===== config.mk =====
export PLATFORM = sky130hd
export DESIGN_NAME = tdm_mux_param
export DESIGN_NICKNAME = d
export VERILOG_FILES = /design/src/rtl/tdm_mux_param.sv
export SDC_FILE = /design/constraint.sdc
export NUM_CORES = 1
export LEC_CHECK = 0
export CORE_UTILIZATION = 30
export CTS_CLUSTER_SIZE = 28
export DETAILED_ROUTE_END_ITERATION = 16
export SLEW_MARGIN = 20
export SYNTH_ARGS = -nofsm -noshare
export SYNTH_HDL_FRONTEND = slang
export SYNTH_SLANG_ARGS = --single-unit

===== constraint.sdc =====
create_clock -name clk -period 3.25 [get_ports clk]
set_clock_uncertainty 0.05 [all_clocks]
set_input_delay 0.975 -clock clk [delete_from_list [all_inputs] [get_ports clk]]
set_output_delay 0.975 -clock clk [all_outputs]
set_load 0.05 [all_outputs]

===== src/rtl/tdm_mux_param.sv =====
// Parametrised TDM multiplexer: per-channel FIFOs drained one word per slot into a single
// tagged output stream, with either fixed round-robin slots or skip-empty arbitration.
module tdm_mux_param #(
    parameter int  CHANNELS   = 4,
    parameter int  WIDTH      = 4,
    parameter int  DEPTH      = 8,
    parameter int  SKIP_EMPTY = 0,
    localparam int SELW       = (CHANNELS > 2) ? $clog2(CHANNELS) : 1
) (
    input  logic                      clk,
    input  logic                      reset,
    input  logic                      en,
    input  logic [CHANNELS-1:0]       wr,
    input  logic [CHANNELS*WIDTH-1:0] din,
    output logic [CHANNELS-1:0]       full,
    output logic [CHANNELS-1:0]       empty,
    output logic [CHANNELS-1:0]       overflow,
    output logic                      out_valid,
    output logic [WIDTH-1:0]          out_data,
    output logic [SELW-1:0]           out_chan,
    output logic                      frame_start
);

    localparam int            AW         = $clog2(DEPTH);
    localparam logic [AW:0]   FULL_COUNT = (AW+1)'(DEPTH);

    logic [WIDTH-1:0] r_mem [CHANNELS][DEPTH];
    logic [AW-1:0]    r_wrPtr [CHANNELS];
    logic [AW-1:0]    r_rdPtr [CHANNELS];
    logic [AW:0]      r_count [CHANNELS];
    logic [SELW-1:0]  r_ptr;
    logic [SELW-1:0]  r_lastGrant;
    logic             r_hadGrant;

    logic [SELW-1:0]     w_grant;
    logic                w_grantValid;
    logic [CHANNELS-1:0] w_pop;
    logic [CHANNELS-1:0] w_accept;
    logic [AW:0]         w_nextCount [CHANNELS];
    logic [WIDTH-1:0]    w_popData;

    // Channel index arithmetic wraps at CHANNELS, which need not be a power of two.
    function automatic logic [SELW-1:0] wrapInc(input logic [SELW-1:0] base, input int offset);
        int sum;
        sum = int'(base) + offset;
        if (sum >= CHANNELS) sum = sum - CHANNELS;
        return SELW'(sum);
    endfunction

    // Skip mode scans from the highest offset down so the nearest non-empty channel wins.
    always_comb begin
        w_grant      = r_ptr;
        w_grantValid = 1'b0;
        if (SKIP_EMPTY == 0) begin
            w_grantValid = en && !empty[r_ptr];
        end else begin
            for (int i = CHANNELS - 1; i >= 0; i--) begin
                if (en && !empty[wrapInc(r_ptr, i)]) begin
                    w_grant      = wrapInc(r_ptr, i);
                    w_grantValid = 1'b1;
                end
            end
        end
    end

    always_comb begin
        for (int ch = 0; ch < CHANNELS; ch++) begin
            w_pop[ch]       = w_grantValid && (w_grant == SELW'(ch));
            w_accept[ch]    = wr[ch] && (!full[ch] || w_pop[ch]);
            w_nextCount[ch] = r_count[ch] + (AW+1)'(w_accept[ch]) - (AW+1)'(w_pop[ch]);
        end
    end

    assign w_popData = r_mem[w_grant][r_rdPtr[w_grant]];

    // Storage carries no reset; the pointers alone define which words are live.
    always_ff @(posedge clk) begin
        for (int ch = 0; ch < CHANNELS; ch++) begin
            if (w_accept[ch]) r_mem[ch][r_wrPtr[ch]] <= din[ch*WIDTH +: WIDTH];
        end
    end

    always_ff @(posedge clk or negedge reset) begin
        if (!reset) begin
            for (int ch = 0; ch < CHANNELS; ch++) begin
                r_wrPtr[ch] <= '0;
                r_rdPtr[ch] <= '0;
                r_count[ch] <= '0;
            end
            full     <= '0;
            empty    <= '1;
            overflow <= '0;
        end else begin
            for (int ch = 0; ch < CHANNELS; ch++) begin
                if (w_accept[ch]) r_wrPtr[ch] <= r_wrPtr[ch] + 1'b1;
                if (w_pop[ch])    r_rdPtr[ch] <= r_rdPtr[ch] + 1'b1;
                if (wr[ch] && !w_accept[ch]) overflow[ch] <= 1'b1;
                r_count[ch] <= w_nextCount[ch];
                full[ch]    <= (w_nextCount[ch] == FULL_COUNT);
                empty[ch]   <= (w_nextCount[ch] == '0);
            end
        end
    end

    // Frame boundary in skip mode: the grant wrapped around (or is the first since reset).
    always_ff @(posedge clk or negedge reset) begin
        if (!reset) begin
            r_ptr       <= '0;
            r_lastGrant <= '0;
            r_hadGrant  <= 1'b0;
            out_valid   <= 1'b0;
            out_data    <= '0;
            out_chan    <= '0;
            frame_start <= 1'b0;
        end else begin
            out_valid   <= 1'b0;
            out_data    <= '0;
            frame_start <= 1'b0;
            if (en) begin
                if (SKIP_EMPTY == 0) begin
                    out_chan    <= r_ptr;
                    out_valid   <= w_grantValid;
                    out_data    <= w_grantValid ? w_popData : '0;
                    frame_start <= (r_ptr == '0);
                    r_ptr       <= wrapInc(r_ptr, 1);
                end else if (w_grantValid) begin
                    out_chan    <= w_grant;
                    out_valid   <= 1'b1;
                    out_data    <= w_popData;
                    frame_start <= !r_hadGrant || (w_grant <= r_lastGrant);
                    r_lastGrant <= w_grant;
                    r_hadGrant  <= 1'b1;
                    r_ptr       <= wrapInc(w_grant, 1);
                end
            end
        end
    end

endmodule


==> results of run 1 <==
-- per-stage QoR --
step	setup slack (ns)	cells	util (%)	area (um2)	power (mW)
6_report	0.09474	918	37.63	9861	9.328
5_1_grt	-0.01158	918	37.63	9861	9.875
4_1_cts	0.08903	913	37.39	9798	9.358
3_5_place_dp	-0.5571	881	35.24	9235	7.348
3_3_place_gp	-0.4861	881	35.24	9235	7.155
2_1_floorplan	-0.03519	464	-	8083	6.207
-- final timing paths --
check / to / start / slack (ns) / depth (start not counted)
hold reg to reg: r_rdPtr[2] / r_rdPtr[2] / 0.42 / 1
min in group asynchronous: overflow[1] / reset / 0.52 / 1
hold / removal: r_rdPtr[2] / r_rdPtr[2] / 0.42 / 1
max in group asynchronous: empty[0] / reset / 1.95 / 2
setup / recovery: full[1] / r_ptr[0] / 0.09 / 10
setup reg to reg: full[1] / r_ptr[0] / 0.09 / 10
-- routing by layer --
| layer | track usage (%) | vias to the layer above |
|---|---|---|
| li1 | - | 1970 |
| met2 | 24.69 | 89 |
| met1 | 16.37 | 2176 |
| met4 | 5.079 | 0 |
| met5 | 0 | - |
| met3 | 2.788 | 21 |
-- sequential cells by signal, indices dropped and copies added (netlist names) --
register / cells
r_ptr: 2
out_data: 4
empty: 4
r_count: 16
r_wrPtr: 12
r_mem: 128
full: 4
overflow: 4
out_chan: 2
out_valid: 1
frame_start: 1
r_rdPtr: 12
-- power groups by stage --
stage	Combinational, mW	Sequential, mW	Clock (mW)
3_3_place_gp	3.53	3.62	0
4_1_cts	3.72	3.60	2.04
6_report	3.74	3.60	1.99
5_1_grt	4.08	3.67	2.12
3_5_place_dp	3.70	3.64	0
2_1_floorplan	2.41	3.80	0
-- logic make-up (layout without fill, tap and decap cells) --
kind of cell / after synthesis / after routing / synth area share [%]
compound gates: 33 / 33 / 3.266
fa+ha+maj: 32 / 32 / 5.349
xor+xnor: 29 / 29 / 3.157
mux: 62 / 62 / 13.61
flops: 190 / 190 / 67.11
simple gates: 79 / 79 / 5.489
buf+inv: 39 / 158 / 2.021
-- cell usage in the layout, fill, tap and decap left out, drive strengths merged --
cell           count
clkdlybuf4s50     40
mux2              10
o21ai              5
dfrtp             58
a21o               4
nor4               4
mux2i             16
nor3              17
nand2b             8
a22oi              8
and2               1
nor3b              3
edfxtp           128
clkinv             3
o211ai             8
clkinvlp           1
nor2              19
fa                 4
buf               57
inv               38
a21oi              4
dfstp              4
ha                28
nor2b              6
or3                4
dlygate4sd2        1
xnor2             22
o21bai             4
xor2               7
mux4              36
nand2             13
and3               4
clkbuf            18
-- synthesized netlist by cell type --
cell / count / area [um2]
dfrtp_1: 58 / 1451
a21oi_1: 4 / 20.02
nor2_1: 19 / 71.32
o211ai_1: 8 / 60.06
o21ai_0: 1 / 5.000
ha_1: 28 / 350.3
nor3b_4: 3 / 56.30
nand2_1: 13 / 48.80
or3_1: 4 / 25.02
inv_1: 27 / 101.4
dfstp_2: 4 / 105.1
a21o_1: 4 / 30.03
clkbuf_1: 3 / 11.26
edfxtp_1: 128 / 3844
buf_2: 4 / 20.02
mux2_2: 7 / 78.83
xor2_1: 7 / 61.31
buf_1: 1 / 3.750
and2_1: 1 / 6.260
mux4_2: 36 / 810.8
nor3_1: 16 / 80.08
mux2i_1: 16 / 160.2
nor4_1: 4 / 25.02
clkinv_1: 1 / 3.750
o21ai_4: 3 / 48.80
and3_1: 4 / 25.02
o21ai_2: 1 / 8.760
mux2_4: 3 / 45.04
buf_4: 3 / 22.52
nand2b_1: 8 / 50.05
o21bai_1: 4 / 30.03
a22oi_1: 8 / 60.06
nor2b_1: 6 / 37.54
xnor2_1: 22 / 192.7
fa_1: 4 / 80.08
nor3_4: 1 / 16.27
-- worst max-delay path, delay by kind of cell, from the launching register on --
family | cells | cell delay, ns
flip-flops | 1 | 0.39
adder cells (fa/ha/maj) | 3 | 0.87
AND/OR/NAND/NOR | 3 | 0.77
buffers and inverters | 3 | 0.38
multiplexers | 1 | 0.64
-- area by class of cell --
cell class                      instances  area, um2
Timing Repair Buffer                   98      854.6
Inverter                               28      117.6
Clock buffer                           18      429.2
Tap cell                              335      419.2
Multi-Input combinational cell        235       2504
Sequential cell                       190       5401
Clock inverter                         14      135.1
Fill cell                            2371      16350
-- repair_timing --
item                       4_1_cts  5_1_grt
gates resized for setup          1        8
pin swaps                        1        4
setup endpoints to repair        8        6
buffers inserted                 0        5
==> results.md, run 1 <==
- Status: complete, but fails checks
- Failing checks: design-rule violations
- Leak Pwr: between 3 and 4 nW
- Total wire length: between 15000 and 20000 um
- Post-synthesis register bit count: 190
- Hold buffer count at CTS: 0
- Syn Nets: 519
- Gpl congestion: roughly 0.78
- CTS H-tree lvls: 4
- DR WL/cell: about 19 um
- Total of max-cap violations: 0
- Synth Instances: approximately 460
- Pre-antenna DRT Iters: 10
- Power per cell area: approximately 950 nW/um2
- Register area share after synthesis: 67.11%
- Min-delay worst type: reg -> reg
- Pin count of the biggest net entering global routing: 37
- Post-DRT Antenna Nets: 0
- Total CTS buffers: 17
- P_sw: ~3.3 mW
- Max clock buf depth: 2
- Least-Margin Pin Slew: roughly 0.65 ns
- Met3 WL post-DR: about 600 um
- Synth-to-Final Area Change: 22.55%
- Netlist cell types: 36
- Min Tclk post-route: between 3 and 4 ns
- Vias/cell: roughly 4.6
- Via Count: roughly 4.3k
- CP startpoint kind: register
- DRT met1 WL: ~7500 um
- Clk pwr share: between 20% and 30%
- CTS sink cnt: 190
- Post-route clock period utilization: 97.08%
- Max IR drop VDD: 0.3531 mV
- Mapped Avg Cell Area: approximately 17 um2
- Post-synthesis cell area: between 8000 and 9000 um2
- DRC viols: 6
- Crit path DAT: between 3 and 4 ns
- Top Metal Used: met4
- Sequential share of power: between 30% and 40%
- GRT Total Usage: around 14%
- Net Sw Frac: about 35%
- Vias in the first global route: 4655
- Die Span Y: 165.8 um
- Diodes inserted: 0
- Max frequency: between 0.3 and 0.4 GHz
- Skew-Pair Late Insertion Delay: 0.43 ns
- Slew headroom: about 56%
- DP HPWL: about 13000 um
- IO Port Bufs: 42
- IO Count: 43
- Critical-path cell list: mux4_2, buf_6, nor3b_4, buf_6, ha_1, inv_1, ha_1, fa_2, or3_1, nor2b_1
- Die span in x: between 150 and 200 um
- Hold Fails Final Rpt: 0
- Crit-path max cell delay: 0.64 ns
- Area of the core: 26210 um2
- Share of cells above drive strength 1: 26.76%
- Highest-delay cell along the critical path: mux4_2
- Worst EP required: approximately 3.6 ns
- Combinational Power Share: between 40% and 50%
- CTS root buffer: clkbuf_16
- Post-route setup TNS: 0 ns
- Layout Nets: approximately 630
- FP Rows: 59
- DR WL met2: around 9500 um
- YS warnings: 0
- Fin Hold WS: approximately 0.42 ns
- Setup Crit Path Kind: reg -> reg
- Initial antenna violation count: 0
- Count of pins over their slew limit: 0
- First-pass GRT wire length: approximately 28000 um
- Setup violators final: 0
- CP Capture Type: register
- CTS tree: built
- 1st-iter DRT viols: roughly 300
- Unrepaired setup endpoints after global routing: true
- Initial Util: a little under a third
- Int Pwr: around 6.0 mW
- Worst-path fanout max: 5
- Die area: around 27000 um2
- CTS clock-pin slew for the worst setup and hold paths: around 0.070 ns
- Grt ovf: 0
Note: power is estimated with default switching activity, not from simulation.
==> run 2, diff against run 1 <==
Settings changed: CELL_PAD_IN_SITES_DETAIL_PLACEMENT from default to 2, CELL_PAD_IN_SITES_GLOBAL_PLACEMENT from default to 2, PLACE_DENSITY_LB_ADDON from default to 0.1, SLEW_MARGIN 20 to default, TNS_END_PERCENT from default to 1.
==> run 2 against run 1 <==
Effect of this change: fmax grew 1.2%; critical path depth rose by 1; cell count up 0.33%; largest cell class unchanged; wire length increased by 25%; first-iteration DRC count grew 10%; via count is 5.8% higher; sequential share of layout area is 0.24 points lower; the flow still finishes with violations (design-rule violations); critical path type unchanged; largest power group unchanged; die area stayed put; utilization rose by 0.16 points.
==> results.md, run 2 (synthesis gave the netlist of run 1 again) <==
- First-pass GRT wire length: ~34000 um
- Total of max-cap violations: 0
- Leak Pwr: approximately 3.7 nW
- Worst reg-to-reg path cell count: 11
- Hold Fails Final Rpt: 0
- Commonest non-fill, non-tap cells in the layout: 128 x edfxtp_1, 57 x dfrtp_1, 57 x buf_4
- Skew-Pair Late Insertion Delay: 0.43 ns
- R2r setup slk: approximately 0.13 ns
- Post-route clock period utilization: between 90 and 100%
- Failing checks: design-rule violations
- Min Tclk post-route: 3.117 ns
- Die area: 27480 um2
- Diodes inserted: 0
- CTS sink cnt: 190
- WHS Path Cells: 1
- Total power: 9.676 mW
- Worst Hold Launch: overflow[3]
- CTS clock-pin slew for the worst setup and hold paths: 0.07 ns
- Setup ws final: between 0.1 and 0.15 ns
- Die Span Y: 165.8 um
- Worst EP required: roughly 3.6 ns
- Pin count of the biggest net entering global routing: 36
- CTS root buffer: clkbuf_16
- CP Capture Type: register
- GRT Total Usage: 17.20%
- RR Endpoint: empty[2]
- Layout Nets: around 630
- Setup violators final: 0
- Total CTS buffers: 17
- Flip-flop count of the largest register after layout: approximately 130
- Grt ovf: 0
- Fin Hold WS: 0.4258 ns
- Fin area: 9903 um2
- Worst-path fanout max: 5
- Crit path DAT: roughly 3.4 ns
- Status: complete, but fails checks
- Vias in the first global route: 5039
- Max frequency: approximately 0.32 GHz
- Commonest non-fill, non-tap cell in the layout: edfxtp_1
- Unrepaired setup endpoints after global routing: true
- Area of the core: about 26000 um2
- Count of pins over their slew limit: 0
- Dpl cells: approximately 900
- DR WL/cell: 24.22 um
- Dpl ws: -0.6348 ns
- Vias/cell: 4.887
- Post-route setup TNS: 0 ns
- Die span in x: 165.8 um
- 1st-iter DRT viols: 330
- Util after Layout: a little under two fifths
- Max IR drop VDD: 0.3538 mV
- Share of cells above drive strength 1: 26.11%
- Hold EP: overflow[3]
- Power per cell area: approximately 980 nW/um2
- Max clock buf depth: 2
- Final Non-Filler Cells: ~900
- DP HPWL: 15910 um
- IO Port Bufs: between 40 and 50
- CTS H-tree lvls: 4
- Setup Crit Path Kind: reg -> reg
- Min-delay worst type: reg -> reg
- FP Rows: just under 60
- Via Count: between 4k and 5k
- Gpl congestion: 0.7862
- CTS tree: built
- DP Area: slightly above 9000 um2
- IO Count: 43
- Least-Margin Pin Slew: around 0.73 ns
- Post-DRT Antenna Nets: 0
- Slew headroom: between 50% and 60%
- DRC viols: 5
- R2r startpoint: r_ptr[0]
- Total wire length: around 22000 um
- Pre-antenna DRT Iters: 10
- CP startpoint kind: register
- Hold buffer count at CTS: 0
- Synth-to-Final Area Change: 23.08%
- Initial antenna violation count: 0
- Initial Util: 30.70%
==> run 2: cell count changes in the layout (fill, tap and decap cells not counted), moves of 3 or more <==
cell	previous run	this run
buf_4	53	57
bufinv_16	0	3
clkinv_4	0	4
inv_6	7	1
inv_8	4	0
==> run 2: repair_timing <==
item | in CTS | in global routing
endpoints found under the setup margin | 8 | 6
pin swaps | 0 | 3
setup buffers | 0 | 3
gates resized for setup | 1 | 3
==> run 2: layout make-up <==
| type | instances | area, um2 |
|---|---|---|
| Timing Repair Buffer | 101 | 873.3 |
| Fill cell | 2539 | 16300 |
| Clock buffer | 19 | 432.9 |
| Clock inverter | 13 | 165.2 |
| Sequential cell | 190 | 5401 |
| Multi-Input combinational cell | 235 | 2494 |
| Tap cell | 335 | 419.2 |
| Inverter | 28 | 117.6 |
==> run 2: power breakdown <==
part,switching (mW),internal [mW]
clock network,0.947,1.22
logic,2.08,1.81
registers,0.406,3.21
==> run 2: worst max-delay path, cell delays in order (launching register included) <==
cell and delay [ns]:
dfrtp_2 0.38, mux4_2 0.65, nor3b_4 0.32, o21ai_4 0.08, ha_1 0.29, inv_1 0.06, ha_2 0.18, inv_2 0.04
fa_1 0.48, inv_1 0.05, or3_4 0.36, nor2_1 0.11
==> run 2: worst max-delay path by stage <==
| stage | start | end | slack, ns | cells past startpoint |
|---|---|---|---|---|
| after floorplan | en | full[2] | -0.04 | 12 |
| after global placement | en | full[2] | -0.50 | 12 |
| after detailed placement | en | empty[2] | -0.63 | 12 |
| after CTS | r_ptr[0] | empty[2] | 0.02 | 11 |
| after global routing | r_ptr[0] | full[3] | -0.01 | 9 |
| final | r_ptr[0] | empty[2] | 0.13 | 11 |
==> run 2: layer usage <==
| metal | track usage, % | up-vias | part of all wire [%] |
|---|---|---|---|
| li1 | - | 1972 | - |
| met1 | 23.69 | 2418 | 45 |
| met2 | 28.45 | 94 | 49 |
| met3 | 2.574 | 17 | 4.4 |
| met4 | 4.592 | 0 | 1.3 |
| met5 | 0 | - | 0 |
==> run 3, diff against run 2 <==
--- a/config.mk
+++ b/config.mk
@@ -6,6 +6,6 @@
 export NUM_CORES = 1
 export LEC_CHECK = 0
-export CELL_PAD_IN_SITES_DETAIL_PLACEMENT = 2
-export CELL_PAD_IN_SITES_GLOBAL_PLACEMENT = 2
+export CELL_PAD_IN_SITES_DETAIL_PLACEMENT = 1
+export CELL_PAD_IN_SITES_GLOBAL_PLACEMENT = 1
 export CORE_UTILIZATION = 30
 export CTS_CLUSTER_SIZE = 28
--- a/constraint.sdc
+++ b/constraint.sdc
@@ -3,3 +3,3 @@
 set_input_delay 0.975 -clock clk [delete_from_list [all_inputs] [get_ports clk]]
 set_output_delay 0.975 -clock clk [all_outputs]
-set_load 0.05 [all_outputs]
+set_load 0.02 [all_outputs]
==> run 3 against run 2 <==
Effect of this change: the flow still finishes with violations (design-rule violations); critical path depth is the same; largest power group unchanged; fmax up 0.37%; worst hold slack lost 0.0024 ns; count of clock-buffer cells in the layout decreased by 2.
==> results.md, run 3 (synthesis gave the netlist of run 1 again) <==
- Least-Margin Pin Slew: approximately 0.87 ns
- Crit-path max cell delay: 0.65 ns
- Diodes inserted: 0
- Total CTS buffers: 17
- Die area: 27480 um2
- Total of max-cap violations: 0
- Post-route clock period utilization: about 96%
- Hold Fails Final Rpt: 0
- Vias/cell: roughly 4.7
- R2r setup slk: approximately 0.14 ns
- Count of pins over their slew limit: 0
- CTS H-tree lvls: 4
- IO Port Bufs: 42
- Commonest non-fill, non-tap cells in the layout: 128 x edfxtp_1, 59 x buf_4, 57 x dfrtp_1
- Max IR drop VDD: between 0.3 and 0.4 mV
- Failing checks: design-rule violations
- Min-delay worst type: reg -> reg
- CTS clock-pin slew for the worst setup and hold paths: approximately 0.080 ns
- Total power: 9.335 mW
- Layout Nets: about 630
- Dpl ws: -0.5860 ns
- CP Capture Type: register
- Critical-path cell list: mux4_2, nor3b_4, buf_4, ha_1, inv_1, ha_2, inv_2, fa_1, inv_1, or3_4, nor2b_1
- Max clock buf depth: 2
- DR WL/cell: about 22 um
- Commonest non-fill, non-tap cell in the layout: edfxtp_1
- Pre-antenna DRT Iters: 12
- Area of the core: 26210 um2
- Worst-path fanout max: 5
- Util after Layout: a little under two fifths
- 1st-iter DRT viols: 291
- Worst reg-to-reg path cell count: 11
- CTS tree: built
- Status: complete, but fails checks
- Die Span Y: between 150 and 200 um
- Post-DRT Antenna Nets: 0
- Gpl congestion: roughly 0.75
- Share of cells above drive strength 1: roughly 27%
- Via Count: 4338
- FP Rows: 59
- Synth-to-Final Area Change: 22.78%
- Power per cell area: roughly 940 nW/um2
- Highest-delay cell along the critical path: mux4_2
- Skew-Pair Late Insertion Delay: 0.44 ns
- Die span in x: around 170 um
- Min Tclk post-route: 3.106 ns
- Fin Hold WS: ~0.42 ns
- IO Count: 43
- Setup Crit Path Kind: reg -> reg
- Setup violators final: 0
- R2r startpoint: r_ptr[0]
- CTS sink cnt: 190
- DRC viols: 1
- Hold buffer count at CTS: 0
- GRT Total Usage: approximately 16%
- Setup ws final: roughly 0.14 ns
- CP startpoint kind: register
- Worst EP required: 3.57 ns
- WHS Path Cells: 1
- Max frequency: roughly 0.32 GHz
- Worst setup path end: full[2]
- Grt ovf: 0
- Initial antenna violation count: 0
- Slew headroom: 41.88%
- Leak Pwr: approximately 3.7 nW
- Total wire length: around 20000 um
- CTS root buffer: clkbuf_16
- Worst Setup SP: r_ptr[0]
- Pin count of the biggest net entering global routing: between 60 and 70
- DP HPWL: 14620 um
- RR Endpoint: full[2]
- Vias in the first global route: between 4k and 5k
- Most used cell, CP: inv_1
- Initial Util: between 30% and 40%
- Crit path DAT: around 3.4 ns
- First-pass GRT wire length: 31230 um
- Flip-flop count of the largest register after layout: around 130
[run 3: cell count changes in the layout (fill, tap and decap cells not counted), moves of 2 or more]
cell / change
clkinvlp_4: -2
inv_6: +5
inv_8: +3
bufinv_16: -3
clkinv_4: -2
clkinv_8: +2
clkbuf_1: -2
buf_4: +2
[run 3: power breakdown]
| group | internal [mW] | total [mW] | switching [mW] |
|---|---|---|---|
| logic | 1.82 | 3.68 | 1.86 |
| clock network | 1.02 | 2.05 | 1.03 |
| registers | 3.21 | 3.60 | 0.392 |
[run 3: cell type report]
class                      count  area, um2
fill                        2597      16330
sequential                   190       5401
multi-input combinational    235       2499
timing repair buffer         102      868.3
clock buffer                  17      425.4
tap                          335      419.2
clock inverter                15      148.9
inverter                      28      117.6
[run 3: worst min-delay path by stage]
stage / slack, ns / start / endpoint
floorplan: 0.39 / r_rdPtr[5] / r_rdPtr[5]
global placement: 0.41 / r_rdPtr[5] / r_rdPtr[5]
detailed placement: 0.41 / r_rdPtr[5] / r_rdPtr[5]
CTS: 0.42 / r_rdPtr[5] / r_rdPtr[5]
global route: 0.45 / r_rdPtr[5] / r_rdPtr[5]
finish: 0.42 / r_rdPtr[5] / r_rdPtr[5]
[run 3: critical path, delay by kind of cell, from the launching register on]
kind / cells / cell delay [ns]
muxes: 1 / 0.65
DFF: 1 / 0.38
adders and majority gates: 3 / 0.86
buffers and inverters: 4 / 0.32
and+or+nand+nor: 3 / 0.79
[run 3: repair_timing]
action                                  4_1_cts  5_1_grt
gates resized for setup                       1        4
buffers inserted                              0        0
endpoints found under the setup margin        6        5
gates cloned                                  0        0
pin swaps                                     0        1
[run 3: stage by stage]
stage | std cells | area (um2) | TNS, ns
after floorplan | 464 | 8083 | -0.05041
after global placement | 890 | 9290 | -4.617
after detailed placement | 890 | 9290 | -5.798
after CTS | 922 | 9863 | 0
after global routing | 922 | 9879 | -0.004303
final | 922 | 9879 | 0
[run 3: metal layers]
layer  global-route usage (%)  part of all wire (%)  routed length [um]
met1                    21.20                    47                9540
met2                    26.49                    50               10060
met3                    2.622                   2.7                 539
met4                    4.145                  0.81                 164
met5                        0                     0                   0
